[config.mk]
export PLATFORM = sky130hd
export DESIGN_NAME = mode_counter_flat
export DESIGN_NICKNAME = d
export VERILOG_FILES = /design/src/rtl/mode_counter_if.sv /design/src/rtl/mode_counter.sv /design/src/flat_wrapper.sv
export SDC_FILE = /design/constraint.sdc
export NUM_CORES = 1
export LEC_CHECK = 0
export CELL_PAD_IN_SITES_DETAIL_PLACEMENT = 1
export CELL_PAD_IN_SITES_GLOBAL_PLACEMENT = 2
export CORE_ASPECT_RATIO = 0.7
export CORE_MARGIN = 8
export CORE_UTILIZATION = 30
export CTS_BUF_LIST = sky130_fd_sc_hd__clkbuf_16
export CTS_CLUSTER_DIAMETER = 40
export CTS_CLUSTER_SIZE = 24
export DETAILED_ROUTE_END_ITERATION = 16
export PLACE_DENSITY = 0.76
export SETUP_SLACK_MARGIN = 0.02
export SLEW_MARGIN = 20
export SYNTH_ARGS = -nofsm -noshare
export SYNTH_HDL_FRONTEND = slang
export SYNTH_SLANG_ARGS = --single-unit
export TNS_END_PERCENT = 10
[constraint.sdc]
create_clock -name clk_i -period 3.32 [get_ports clk_i]
set_input_delay 0.498 -clock clk_i [delete_from_list [all_inputs] [get_ports clk_i]]
set_output_delay 0.498 -clock clk_i [all_outputs]
set_load 0.02 [all_outputs]
[src/rtl/mode_counter_if.sv]
// Control/status bundle for mode_counter: strobes and configuration in, count and flags out.
interface mode_counter_if #(
  parameter int unsigned WIDTH = 8,
  parameter int unsigned PRE_W = 4
);
  logic             clr_i;
  logic             we_i;
  logic [WIDTH-1:0] dat_i;
  logic             en_i;
  logic             dir_i;
  logic [1:0]       mode_i;
  logic [PRE_W-1:0] pre_i;
  logic             cmp_we_i;
  logic [WIDTH-1:0] cmp_i;
  logic [WIDTH-1:0] dat_o;
  logic             tc_o;
  logic             cmp_o;
  logic             ovf_o;
  logic             run_o;

  modport master (
    output clr_i, we_i, dat_i, en_i, dir_i, mode_i, pre_i, cmp_we_i, cmp_i,
    input  dat_o, tc_o, cmp_o, ovf_o, run_o
  );

  modport slave (
    input  clr_i, we_i, dat_i, en_i, dir_i, mode_i, pre_i, cmp_we_i, cmp_i,
    output dat_o, tc_o, cmp_o, ovf_o, run_o
  );
endinterface

[src/rtl/mode_counter.sv]
// Prescaled up/down timer/event counter with wrap, saturate and one-shot modes,
// compare-match pulse, terminal-count pulse and sticky overflow.
module mode_counter #(
  parameter int unsigned WIDTH = 8,
  parameter int unsigned PRE_W = 4
) (
  input  logic          clk_i,
  input  logic          rst_ni,
  mode_counter_if.slave bus
);

  typedef enum logic [1:0] {
    ModeWrap    = 2'b00,
    ModeSat     = 2'b01,
    ModeOneShot = 2'b10,
    ModeWrapAlt = 2'b11
  } mode_e;

  logic [WIDTH-1:0] cnt_q, cnt_d;
  logic [PRE_W-1:0] pre_q, pre_d;
  logic [WIDTH-1:0] cmp_q, cmp_d;
  logic             tc_q, tc_d;
  logic             match_q, match_d;
  logic             ovf_q, ovf_d;
  logic             run_q, run_d;

  logic             tick;
  logic             at_term;
  logic [WIDTH-1:0] term;
  logic [WIDTH-1:0] nxt;
  mode_e            mode;

  assign tick    = bus.en_i && (pre_q == bus.pre_i);
  assign term    = {WIDTH{bus.dir_i}};
  assign at_term = (cnt_q == term);
  assign nxt     = bus.dir_i ? cnt_q + WIDTH'(1) : cnt_q - WIDTH'(1);
  assign mode    = mode_e'(bus.mode_i);

  always_comb begin
    cnt_d   = cnt_q;
    pre_d   = pre_q;
    tc_d    = 1'b0;
    match_d = 1'b0;
    ovf_d   = ovf_q;
    run_d   = run_q;
    cmp_d   = bus.cmp_we_i ? bus.cmp_i : cmp_q;

    if (bus.clr_i) begin
      cnt_d = '0;
      pre_d = '0;
      ovf_d = 1'b0;
      run_d = 1'b1;
    end else if (bus.we_i) begin
      cnt_d = bus.dat_i;
      pre_d = '0;
      run_d = 1'b1;
    end else if (bus.en_i) begin
      pre_d = tick ? '0 : pre_q + PRE_W'(1);
      if (tick) begin
        // Match uses the pre-update compare register so a same-cycle cmp_we_i cannot alias.
        case (mode)
          ModeSat: begin
            if (at_term) begin
              tc_d  = 1'b1;
              ovf_d = 1'b1;
            end else begin
              cnt_d   = nxt;
              match_d = (nxt == cmp_q);
            end
          end
          ModeOneShot: begin
            if (run_q) begin
              cnt_d   = nxt;
              match_d = (nxt == cmp_q);
              if (nxt == term) begin
                tc_d  = 1'b1;
                run_d = 1'b0;
              end
            end
          end
          default: begin
            cnt_d   = nxt;
            match_d = (nxt == cmp_q);
            if (at_term) begin
              tc_d  = 1'b1;
              ovf_d = 1'b1;
            end
          end
        endcase
      end
    end
  end

  always_ff @(posedge clk_i or negedge rst_ni) begin
    if (!rst_ni) begin
      cnt_q   <= '0;
      pre_q   <= '0;
      cmp_q   <= '0;
      tc_q    <= 1'b0;
      match_q <= 1'b0;
      ovf_q   <= 1'b0;
      run_q   <= 1'b1;
    end else begin
      cnt_q   <= cnt_d;
      pre_q   <= pre_d;
      cmp_q   <= cmp_d;
      tc_q    <= tc_d;
      match_q <= match_d;
      ovf_q   <= ovf_d;
      run_q   <= run_d;
    end
  end

  assign bus.dat_o = cnt_q;
  assign bus.tc_o  = tc_q;
  assign bus.cmp_o = match_q;
  assign bus.ovf_o = ovf_q;
  assign bus.run_o = run_q;

endmodule
[src/flat_wrapper.sv]
// flat-port wrapper written by rule: the top's interface ports become plain ports
module mode_counter_flat 
#(
  parameter int unsigned WIDTH = 8,
  parameter int unsigned PRE_W = 4
)
  (clk_i, rst_ni, bus_clr_i, bus_we_i, bus_dat_i, bus_en_i, bus_dir_i, bus_mode_i, bus_pre_i, bus_cmp_we_i, bus_cmp_i, bus_dat_o, bus_tc_o, bus_cmp_o, bus_ovf_o, bus_run_o);
  mode_counter_if #(.WIDTH(WIDTH), .PRE_W(PRE_W)) bus_i ();
  input  logic clk_i;
  input  logic rst_ni;
  input wire logic [$bits(bus_i.clr_i)-1:0] bus_clr_i;
  input wire logic [$bits(bus_i.we_i)-1:0] bus_we_i;
  input wire logic [$bits(bus_i.dat_i)-1:0] bus_dat_i;
  input wire logic [$bits(bus_i.en_i)-1:0] bus_en_i;
  input wire logic [$bits(bus_i.dir_i)-1:0] bus_dir_i;
  input wire logic [$bits(bus_i.mode_i)-1:0] bus_mode_i;
  input wire logic [$bits(bus_i.pre_i)-1:0] bus_pre_i;
  input wire logic [$bits(bus_i.cmp_we_i)-1:0] bus_cmp_we_i;
  input wire logic [$bits(bus_i.cmp_i)-1:0] bus_cmp_i;
  output wire logic [$bits(bus_i.dat_o)-1:0] bus_dat_o;
  output wire logic [$bits(bus_i.tc_o)-1:0] bus_tc_o;
  output wire logic [$bits(bus_i.cmp_o)-1:0] bus_cmp_o;
  output wire logic [$bits(bus_i.ovf_o)-1:0] bus_ovf_o;
  output wire logic [$bits(bus_i.run_o)-1:0] bus_run_o;
  assign bus_i.clr_i = bus_clr_i;
  assign bus_i.we_i = bus_we_i;
  assign bus_i.dat_i = bus_dat_i;
  assign bus_i.en_i = bus_en_i;
  assign bus_i.dir_i = bus_dir_i;
  assign bus_i.mode_i = bus_mode_i;
  assign bus_i.pre_i = bus_pre_i;
  assign bus_i.cmp_we_i = bus_cmp_we_i;
  assign bus_i.cmp_i = bus_cmp_i;
  assign bus_dat_o = bus_i.dat_o;
  assign bus_tc_o = bus_i.tc_o;
  assign bus_cmp_o = bus_i.cmp_o;
  assign bus_ovf_o = bus_i.ovf_o;
  assign bus_run_o = bus_i.run_o;
  mode_counter #(.WIDTH(WIDTH), .PRE_W(PRE_W)) u_core (.clk_i(clk_i), .rst_ni(rst_ni), .bus(bus_i));
endmodule
==> results of run 1 <==
## area by class of cell
| type | instances | share of cell area [%] |
|---|---|---|
| Clock buffer | 3 | 3.31 |
| Clock inverter | 1 | 0.165 |
| Inverter | 8 | 1.32 |
| Multi-Input combinational cell | 133 | 43.6 |
| Sequential cell | 24 | 26.5 |
| Tap cell | 72 | 3.97 |
| Timing Repair Buffer | 51 | 21.1 |
## worst max path at each step
stage,cells past startpoint,from,end,slack [ns]
floorplan,9,u_core.bus.dat_o[0],u_core.bus.cmp_o,0.69
detailed placement,10,bus_dir_i,u_core.bus.tc_o,0.21
finish,9,bus_dir_i,u_core.bus.cmp_o,0.46
global route,10,bus_dir_i,u_core.bus.tc_o,0.24
CTS,10,bus_dir_i,u_core.bus.tc_o,0.45
global placement,10,bus_dir_i,u_core.bus.tc_o,0.26
## cell usage in the layout (no fill, tap or decap), types with 2 or more instances in the layout
cell type        instances
clkdlybuf4s50_1         39
dfrtp_1                 23
nor2_1                  15
nand2_1                 14
xor2_1                  13
a21oi_1                 12
buf_4                   11
ha_1                     9
inv_1                    8
mux2_2                   8
o31ai_1                  7
o21ai_0                  5
xnor2_1                  5
nor3_1                   5
nand4_1                  4
nand2b_1                 3
mux2i_1                  3
clkbuf_16                3
nand3_1                  2
or2_1                    2
or4_1                    2
nor4_1                   2
## registers in the layout (all words and copies together) (netlist names)
name,count
u_core.bus.dat_o,8
u_core.cmp_q,8
u_core.pre_q,4
u_core.bus.cmp_o,1
u_core.bus.ovf_o,1
u_core.bus.run_o,1
u_core.bus.tc_o,1
## per-layer routing
layer  track usage, %  share of wire (%)  wire, um
met1             15.9                 49      2330
met2             18.3                 42      1980
met3             3.63                8.3       397
met4             2.84                1.0        49
met5                0                  0         0
## critical path: cells and delay by family
family                     cells  cell delay [ns]
AOI/OAI and AO/OA              1             0.18
xor gates and xnor gates       2             0.41
adders and majority gates      1             0.38
buffers and inverters          2             0.58
and+or+nand+nor                3             0.97
## cells by family after synthesis
| family | Yosys count | share of synthesized area (%) |
|---|---|---|
| XOR/XNOR | 19 | 10.6 |
| multiplexers | 11 | 7.29 |
| flip-flops | 24 | 36.5 |
| buffers and inverters | 14 | 3.42 |
| AO/OA/AOI/OAI | 35 | 14.7 |
| adder cells (fa/ha/maj) | 10 | 8.05 |
| AND/OR/NAND/NOR | 58 | 19.5 |
## power by group
part | switching [mW] | leakage, nW | internal (mW)
sequential | 0.0238 | 0.305 | 0.316
combinational | 0.194 | 0.585 | 0.177
clock | 0.102 | 0.0385 | 0.161
==> flow_metrics.py, run 1 <==
metrics = {
    "outcome": {
        "status": "finished, final reports clean",
    },
    "power": {
        "finalPower_mw": 0.974,
        "vdd.ir_drop.worst_mv": 0.192,
        "powerDensity_mw_per_mm2": 429,
        "leakagePower_nw": 0.929,
    },
    "yosys": {
        "synthDistinctLibCells": 44,
        "synth-edff-count": 0,
        "yosysWarningCount": 0,
        "synth_area_per_cell_sq_um": 9.64,
        "synthCells": 171,
        "synth.most_common_cell": "dfrtp_1",
        "post_synthesis_async_set_or_reset_flop_share_pct": 100,
        "synth.area.top_cells": "dfrtp_1, xor2_1, ha_1",
        "seq_area_frac_synth_pct": 36.5,
        "synth_nets": 210,
        "mappedNetlistArea_sq_mm": 0.00165,
        "ys_top_cells_by_count": "dfrtp_1, nor2_1, nand2_1",
        "synth-main-ff-cell": "dfrtp_1",
        "synth-seq-cells": 24,
        "synth.largest_area_cell": "dfrtp_1",
        "synth_top_area_share_pct": 34.9,
    },
    "drt": {
        "wl_per_cell_um": 16.3,
        "ant_nets": 0,
        "drt_iter0_drc": 67,
        "route.detailed.drc": 0,
        "detailroute.via_count": 1452,
        "postRouteWirelength_um": 4760,
        "drt_pass1_iterations": 4,
        "routed_via_density": 4.97,
    },
    "timing": {
        "fin_skew_ns": 0.00146,
        "report.final.hold_viol_count": 0,
        "maxClockFrequency_ghz": 0.350,
        "grt_setup_unrepaired": "no",
        "worst-slew-pin-transition_ns": 0.548,
        "drv_slew": 0,
        "slew-limit-headroom_pct": 63.4,
        "report.final.setup_viol": 0,
        "finalWorstSetupSlack_ns": 0.459,
        "fin_setup_tns_ns": 0,
        "min_period_over_period_pct": 86.2,
        "hold-worst-slack_ns": 0.220,
        "finalCriticalPeriod_ns": 2.86,
    },
    "layout": {
        "final_layout_size_suffix_gt1_share_pct": 15.0,
        "fillCellCount": 595,
        "area_delta_synth_final_pct": 37.7,
        "util_after_layout_pct": 43.1,
        "nets": 260,
        "multi_input_comb_area_sq_um": 990,
        "n_antenna_cell": 0,
        "area.sequential_sq_um": 602,
        "final_cell_area_sq_mm": 0.00227,
        "layout.cells.non_filler": 292,
    },
    "setup_path": {
        "crit_path_frequent_cell": "xor2_1",
        "worstSetupPathType": "input pin to flip-flop",
        "critical_path.endpoint_type": "flip-flop",
        "cp_data_arrival_time_ns": 3.02,
        "timing.critical_path.slowest_stage_cell": "or4_1",
        "critical-path-max-stage-delay_ns": 0.51,
        "critical_path_cell_sequence": "clkdlybuf4s50_1 > buf_4 > fa_1 > nand2b_1 > a21oi_1 > xor2_1 > xor2_1 > or4_1 > nor4_2",
        "setup.reg_to_reg.worst_slack_ns": 0.70,
        "timing.critical_path.required_ns": 3.48,
        "r2r_end": "u_core.bus.cmp_o",
        "crit-reg2reg-launch": "u_core.bus.dat_o[1]",
        "ff2ff_path_depth": 8,
        "startpoint_type": "input pin",
        "critPathMaxFanout": 4,
    },
    "placed_design": {
        "placed_cells_incl_taps": 288,
        "dp.final_hpwl_um": 3960,
        "finalWeightedCongestion": 0.854,
        "post-place-ws_ns": 0.210,
        "dpl_cell_area_sq_mm": 0.00219,
        "port-buffer-count": 40,
    },
    "clock_network": {
        "root_buffer": "clkbuf_16",
        "tritoncts": "built",
        "cts_sinks": 24,
        "cts_setup_buffers": 0,
        "cts_resized": 0,
        "clock_pin_slew_on_the_worst_setup_and_hold_paths_ns": 0.06,
        "worstSkewPairLatency_ns": 0.26,
        "cts_buffers": 3,
        "cts-root-to-sink-buffers": 2,
        "h-tree-depth": 1,
        "postCtsHoldBufs": 0,
    },
    "die": {
        "std_cell_rows": 22,
        "initial_utilization_pct": 31.3,
        "chipWidth_um": 105,
        "design.portCount": 41,
        "core_region_area_sq_mm": 0.00526,
        "fp.dieH_um": 78.0,
        "die-area_sq_mm": 0.00816,
    },
    "job": {
        "drv_cap": 0,
    },
    "hold_path": {
        "hold_path.class": "input pin to asynchronous set/reset pin",
    },
    "grt": {
        "grt_first_pass_wirelength_um": 7940,
        "grt_pass1_vias": 1550,
        "global_route.usage.total_pct": 11.9,
        "grt_antenna_before_repair": 0,
        "globalRoute.totalOverflow": 0,
        "grt_start_max_net_pins": 25,
    },
}
Note: power is estimated with default switching activity, not from simulation.
==> inputs of run 2 (changes only) <==
--- a/config.mk
+++ b/config.mk
@@ -5,13 +5,12 @@
 export SDC_FILE = /design/constraint.sdc
 export NUM_CORES = 1
 export LEC_CHECK = 0
+export CAP_MARGIN = 0
 export CELL_PAD_IN_SITES_DETAIL_PLACEMENT = 1
 export CELL_PAD_IN_SITES_GLOBAL_PLACEMENT = 2
 export CORE_ASPECT_RATIO = 0.7
-export CORE_MARGIN = 8
 export CORE_UTILIZATION = 30
 export CTS_BUF_LIST = sky130_fd_sc_hd__clkbuf_16
-export CTS_CLUSTER_DIAMETER = 40
 export CTS_CLUSTER_SIZE = 24
 export DETAILED_ROUTE_END_ITERATION = 16
 export PLACE_DENSITY = 0.76
==> run 2 against run 1 <==
Against the previous run:
- worst hold slack gained 0.0059 ns
- sequential cell count is the same
- critical endpoint is now u_core.bus.tc_o
- final area is the same
- largest power group unchanged
- count of clock-buffer cells in the layout is the same
- setup slack lost 0.078 ns
- largest cell class unchanged
- fmax shrank 2.6%
- total power grew 0.94%
- highest routed layer unchanged
- non-clock buffer count is the same
==> flow_metrics.py, run 2 (synthesis gave the netlist of run 1 again) <==
metrics = {
    "outcome": {
        "status": "finished, final reports clean",
    },
    "drt": {
        "route.detailed.drc": 0,
        "postRouteWirelength_um": 4870,
        "wl_per_cell_um": 16.7,
        "ant_nets": 0,
        "routed_via_density": 5.02,
        "drt_iter0_drc": 37,
        "drt_pass1_iterations": 4,
        "detailroute.via_count": 1466,
    },
    "grt": {
        "global_route.usage.total_pct": 17.9,
        "grt_start_max_net_pins": 25,
        "globalRoute.totalOverflow": 0,
        "grt_pass1_vias": 1547,
        "grt_antenna_before_repair": 0,
        "grt_first_pass_wirelength_um": 8050,
    },
    "layout": {
        "layout.cells.most_common_list": "clkdlybuf4s50_1, dfrtp_1, nor2_1",
        "util_after_layout_pct": 43.1,
        "layout.cells.non_filler": 292,
        "layout_commonest_cell": "clkdlybuf4s50_1",
        "n_antenna_cell": 0,
        "nets": 260,
        "final_layout_size_suffix_gt1_share_pct": 15.0,
        "area_delta_synth_final_pct": 37.7,
    },
    "clock_network": {
        "worstSkewPairLatency_ns": 0.26,
        "h-tree-depth": 1,
        "cts-root-to-sink-buffers": 2,
        "cts_sinks": 24,
        "root_buffer": "clkbuf_16",
        "cts_setup_buffers": 0,
        "tritoncts": "built",
        "postCtsHoldBufs": 0,
        "cts_buffers": 3,
        "cts_resized": 0,
        "clock_pin_slew_on_the_worst_setup_and_hold_paths_ns": 0.06,
    },
    "setup_path": {
        "timing.critical_path.required_ns": 3.52,
        "startpoint_type": "input pin",
        "r2r_end": "u_core.bus.cmp_o",
        "ff2ff_path_depth": 8,
        "worstSetupPathType": "input pin to flip-flop",
        "critPathMaxFanout": 8,
        "crit-reg2reg-launch": "u_core.bus.dat_o[1]",
        "setup.reg_to_reg.worst_slack_ns": 0.75,
        "critical_path.endpoint_type": "flip-flop",
        "cp_data_arrival_time_ns": 3.14,
    },
    "die": {
        "die-area_sq_mm": 0.00580,
        "std_cell_rows": 22,
        "initial_utilization_pct": 31.3,
        "fp.dieH_um": 64.0,
        "core_region_area_sq_mm": 0.00526,
        "chipWidth_um": 90.6,
        "design.portCount": 41,
    },
    "placed_design": {
        "placed_cells_incl_taps": 288,
        "port-buffer-count": 40,
        "finalWeightedCongestion": 0.861,
        "dp.final_hpwl_um": 3850,
    },
    "timing": {
        "grt_setup_unrepaired": "no",
        "slew-limit-headroom_pct": 62.4,
        "report.final.hold_viol_count": 0,
        "min_period_over_period_pct": 88.5,
        "drv_slew": 0,
        "finalCriticalPeriod_ns": 2.94,
        "worst-slew-pin-transition_ns": 0.564,
        "fin_skew_ns": 0.00731,
        "fin_setup_tns_ns": 0,
        "hold-worst-slack_ns": 0.226,
        "maxClockFrequency_ghz": 0.340,
        "report.final.setup_viol": 0,
    },
    "hold_path": {
        "hold_path.class": "input pin to asynchronous set/reset pin",
    },
    "job": {
        "drv_cap": 0,
    },
    "power": {
        "vdd.ir_drop.worst_mv": 0.170,
        "powerDensity_mw_per_mm2": 433,
        "leakagePower_nw": 0.933,
    },
}
run 2: critical path, cell delays in order:
cell and delay [ns]:
clkdlybuf4s50_1 0.48, inv_1 0.15, ha_1 0.35, a211oi_2 0.30
o21bai_1 0.11, a21oi_1 0.20, xor2_1 0.18, or4_1 0.57
a21oi_1 0.17, o21a_1 0.12
run 2: final cells by class:
cell class | instances | area (sq um)
fillers | 603 | 2990
well taps | 72 | 90.1
clock inverters | 1 | 3.75
clock buffers | 3 | 75.1
inverters | 8 | 30.0
multi-input cells | 133 | 990
repair buffers | 51 | 478
flip-flops and latches | 24 | 602
run 2: metrics by stage:
step           power (mW)  setup slack, ns  area [sq um]
2_1_floorplan       0.551            0.686          1650
3_3_place_gp        0.705            0.278          2190
3_5_place_dp        0.717            0.190          2190
4_1_cts             0.990            0.388          2270
5_1_grt              1.03            0.226          2270
6_report            0.983            0.381          2270
run 2: routing by layer:
layer / part of all wire (%) / track usage, %
met1: 51 / 24.1
met2: 44 / 29.8
met3: 3.9 / 3.69
met4: 0.84 / 3.43
met5: 0 / 0
run 2: where the power goes:
part / internal (mW) / switching, mW / leakage (nW)
clock: 0.161 / 0.110 / 0.0423
sequential: 0.316 / 0.0230 / 0.305
combinational: 0.177 / 0.195 / 0.585
run 2: worst max path at each step:
stage / from / endpoint / slack [ns] / cells past startpoint
after floorplan: u_core.bus.dat_o[0] / u_core.bus.cmp_o / 0.69 / 9
after global placement: bus_dir_i / u_core.bus.tc_o / 0.28 / 10
after detailed placement: bus_dir_i / u_core.bus.tc_o / 0.19 / 10
after CTS: bus_dir_i / u_core.bus.tc_o / 0.39 / 10
after global routing: bus_dir_i / u_core.bus.tc_o / 0.23 / 10
final: bus_dir_i / u_core.bus.tc_o / 0.38 / 10
==> inputs of run 3 (changes only) <==
--- a/config.mk
+++ b/config.mk
@@ -5,7 +5,6 @@
 export SDC_FILE = /design/constraint.sdc
 export NUM_CORES = 1
 export LEC_CHECK = 0
-export CAP_MARGIN = 0
 export CELL_PAD_IN_SITES_DETAIL_PLACEMENT = 1
 export CELL_PAD_IN_SITES_GLOBAL_PLACEMENT = 2
 export CORE_ASPECT_RATIO = 0.7
@@ -13,7 +12,8 @@
 export CTS_BUF_LIST = sky130_fd_sc_hd__clkbuf_16
 export CTS_CLUSTER_SIZE = 24
 export DETAILED_ROUTE_END_ITERATION = 16
-export PLACE_DENSITY = 0.76
+export GPL_ROUTABILITY_DRIVEN = 0
+export PLACE_DENSITY = 0.86
 export SETUP_SLACK_MARGIN = 0.02
 export SLEW_MARGIN = 20
 export SYNTH_ARGS = -nofsm -noshare
==> run 3 against run 2 <==
Against the previous run:
- sequential power hardly changed
- combinational power is 5% lower
- global-route usage is 1.6 points lower
- clock skew is 0.0038 ns lower
- total power is 5.9% higher
- largest cell class unchanged
- highest routed layer unchanged
==> flow_metrics.py, run 3 (synthesis gave the netlist of run 1 again) <==
metrics = {
    "setup_path": {
        "startpoint_type": "input pin",
        "cp_data_arrival_time_ns": 3.18,
        "timing.critical_path.required_ns": 3.52,
        "critical-path-max-stage-delay_ns": 0.58,
        "critical_path.endpoint_type": "flip-flop",
        "worstSetupPathType": "input pin to flip-flop",
        "crit_path_frequent_cell": "a21oi_1",
        "critical_path_cell_sequence": "clkdlybuf4s50_1 > inv_1 > ha_1 > a211oi_2 > o21bai_1 > a21oi_1 > xor2_1 > or4_1 > a21oi_1 > o21a_1",
        "critPathMaxFanout": 8,
        "timing.critical_path.slowest_stage_cell": "or4_1",
    },
    "die": {
        "die-area_sq_mm": 0.00580,
        "std_cell_rows": 22,
        "core_region_area_sq_mm": 0.00526,
        "chipWidth_um": 90.6,
        "fp.dieH_um": 64.0,
        "design.portCount": 41,
        "initial_utilization_pct": 31.3,
    },
    "drt": {
        "drt_pass1_iterations": 4,
        "route.detailed.drc": 0,
        "routed_via_density": 4.84,
        "ant_nets": 0,
        "wl_per_cell_um": 15.0,
        "drt_iter0_drc": 36,
        "detailroute.via_count": 1419,
        "postRouteWirelength_um": 4390,
    },
    "clock_network": {
        "tritoncts": "built",
        "clock_pin_slew_on_the_worst_setup_and_hold_paths_ns": 0.06,
        "cts_buffers": 3,
        "h-tree-depth": 1,
        "cts_setup_buffers": 0,
        "cts_resized": 0,
        "root_buffer": "clkbuf_16",
        "postCtsHoldBufs": 0,
        "cts-root-to-sink-buffers": 2,
        "cts_sinks": 24,
        "worstSkewPairLatency_ns": 0.26,
    },
    "placed_design": {
        "post-place-ws_ns": 0.103,
        "port-buffer-count": 40,
        "dp.final_hpwl_um": 3490,
    },
    "layout": {
        "final_layout_size_suffix_gt1_share_pct": 15.4,
        "layout.cells.most_common_list": "clkdlybuf4s50_1, dfrtp_1, nor2_1",
        "nets": 261,
        "layout_commonest_cell": "clkdlybuf4s50_1",
        "n_antenna_cell": 0,
        "multi_input_comb_area_sq_um": 990,
        "fillCellCount": 613,
        "area_delta_synth_final_pct": 40.0,
        "area.sequential_sq_um": 602,
    },
    "timing": {
        "drv_slew": 0,
        "min_period_over_period_pct": 89.6,
        "grt_setup_unrepaired": "no",
        "fin_setup_tns_ns": 0,
        "fin_skew_ns": 0.00353,
        "slew-limit-headroom_pct": 67.5,
        "report.final.setup_viol": 0,
        "report.final.hold_viol_count": 0,
        "finalCriticalPeriod_ns": 2.97,
        "worst-slew-pin-transition_ns": 0.485,
        "maxClockFrequency_ghz": 0.336,
        "finalWorstSetupSlack_ns": 0.346,
    },
    "power": {
        "finalPower_mw": 1.04,
        "powerDensity_mw_per_mm2": 451,
        "vdd.ir_drop.worst_mv": 0.201,
        "leakagePower_nw": 0.947,
    },
    "grt": {
        "grt_first_pass_wirelength_um": 7360,
        "grt_pass1_vias": 1396,
        "grt_start_max_net_pins": 25,
        "grt_antenna_before_repair": 0,
        "global_route.usage.total_pct": 16.3,
        "globalRoute.totalOverflow": 0,
    },
    "outcome": {
        "status": "finished, final reports clean",
    },
    "job": {
        "drv_cap": 0,
    },
    "hold_path": {
        "hold_path.class": "flip-flop to flip-flop",
    },
}
-- run 3: changes by cell type in the layout (fill, tap and decap cells not counted) --
cell / previous run / this run
buf_2: 1 / 0
buf_4: 11 / 12
bufinv_16: 0 / 1
clkdlybuf4s50_1: 39 / 40
inv_1: 9 / 8
-- run 3: metal layers --
layer,GRT usage (%),up-vias,share of wire (%)
li1,-,714,-
met1,24.0,670,54
met2,24.1,30,42
met3,3.57,5,4.1
met4,3.63,0,0.68
met5,0,-,0
-- run 3: path summary, 6_finish.rpt --
check / from / to / cells after the start / slack (ns)
hold reg to reg: u_core.bus.dat_o[3] / u_core.bus.dat_o[3] / 2 / 0.52
setup / recovery: bus_dir_i / u_core.bus.tc_o / 10 / 0.35
min in group asynchronous: rst_ni / u_core.bus.dat_o[1] / 2 / 0.60
max in group asynchronous: rst_ni / u_core.bus.run_o / 2 / 2.42
setup reg to reg: u_core.bus.dat_o[1] / u_core.bus.cmp_o / 7 / 0.75
hold / removal: u_core.bus.dat_o[3] / u_core.bus.dat_o[3] / 2 / 0.52
-- run 3: layout make-up --
cell class	instances	area share, %
flip-flops and latches	24	26.1
repair buffers	52	21.3
multi-input cells	133	42.9
clock inverters	1	1.30
well taps	72	3.90
clock buffers	3	3.25
inverters	8	1.30
-- run 3: worst max-delay path: cells and delay by family --
kind            cells  cell delay (ns)
xor+xnor            1             0.16
fa+ha+maj           1             0.36
buf+inv             2             0.67
compound gates      5             0.92
simple gates        1             0.58
-- run 3: through the flow --
stage,area (sq um),hold WS (ns),util [%],std cells
finish,2310,0.520,43.9,293
global route,2310,0.550,43.9,293
CTS,2310,0.534,43.9,293
detailed placement,2200,0.520,41.9,289
global placement,2200,0.510,41.9,289
floorplan,1650,0.202,-,171
-- run 3: report_power, final --
part | internal (mW) | leakage (nW) | switching [mW]
Combinational | 0.170 | 0.590 | 0.185
Clock | 0.240 | 0.0511 | 0.107
Sequential | 0.316 | 0.305 | 0.0225
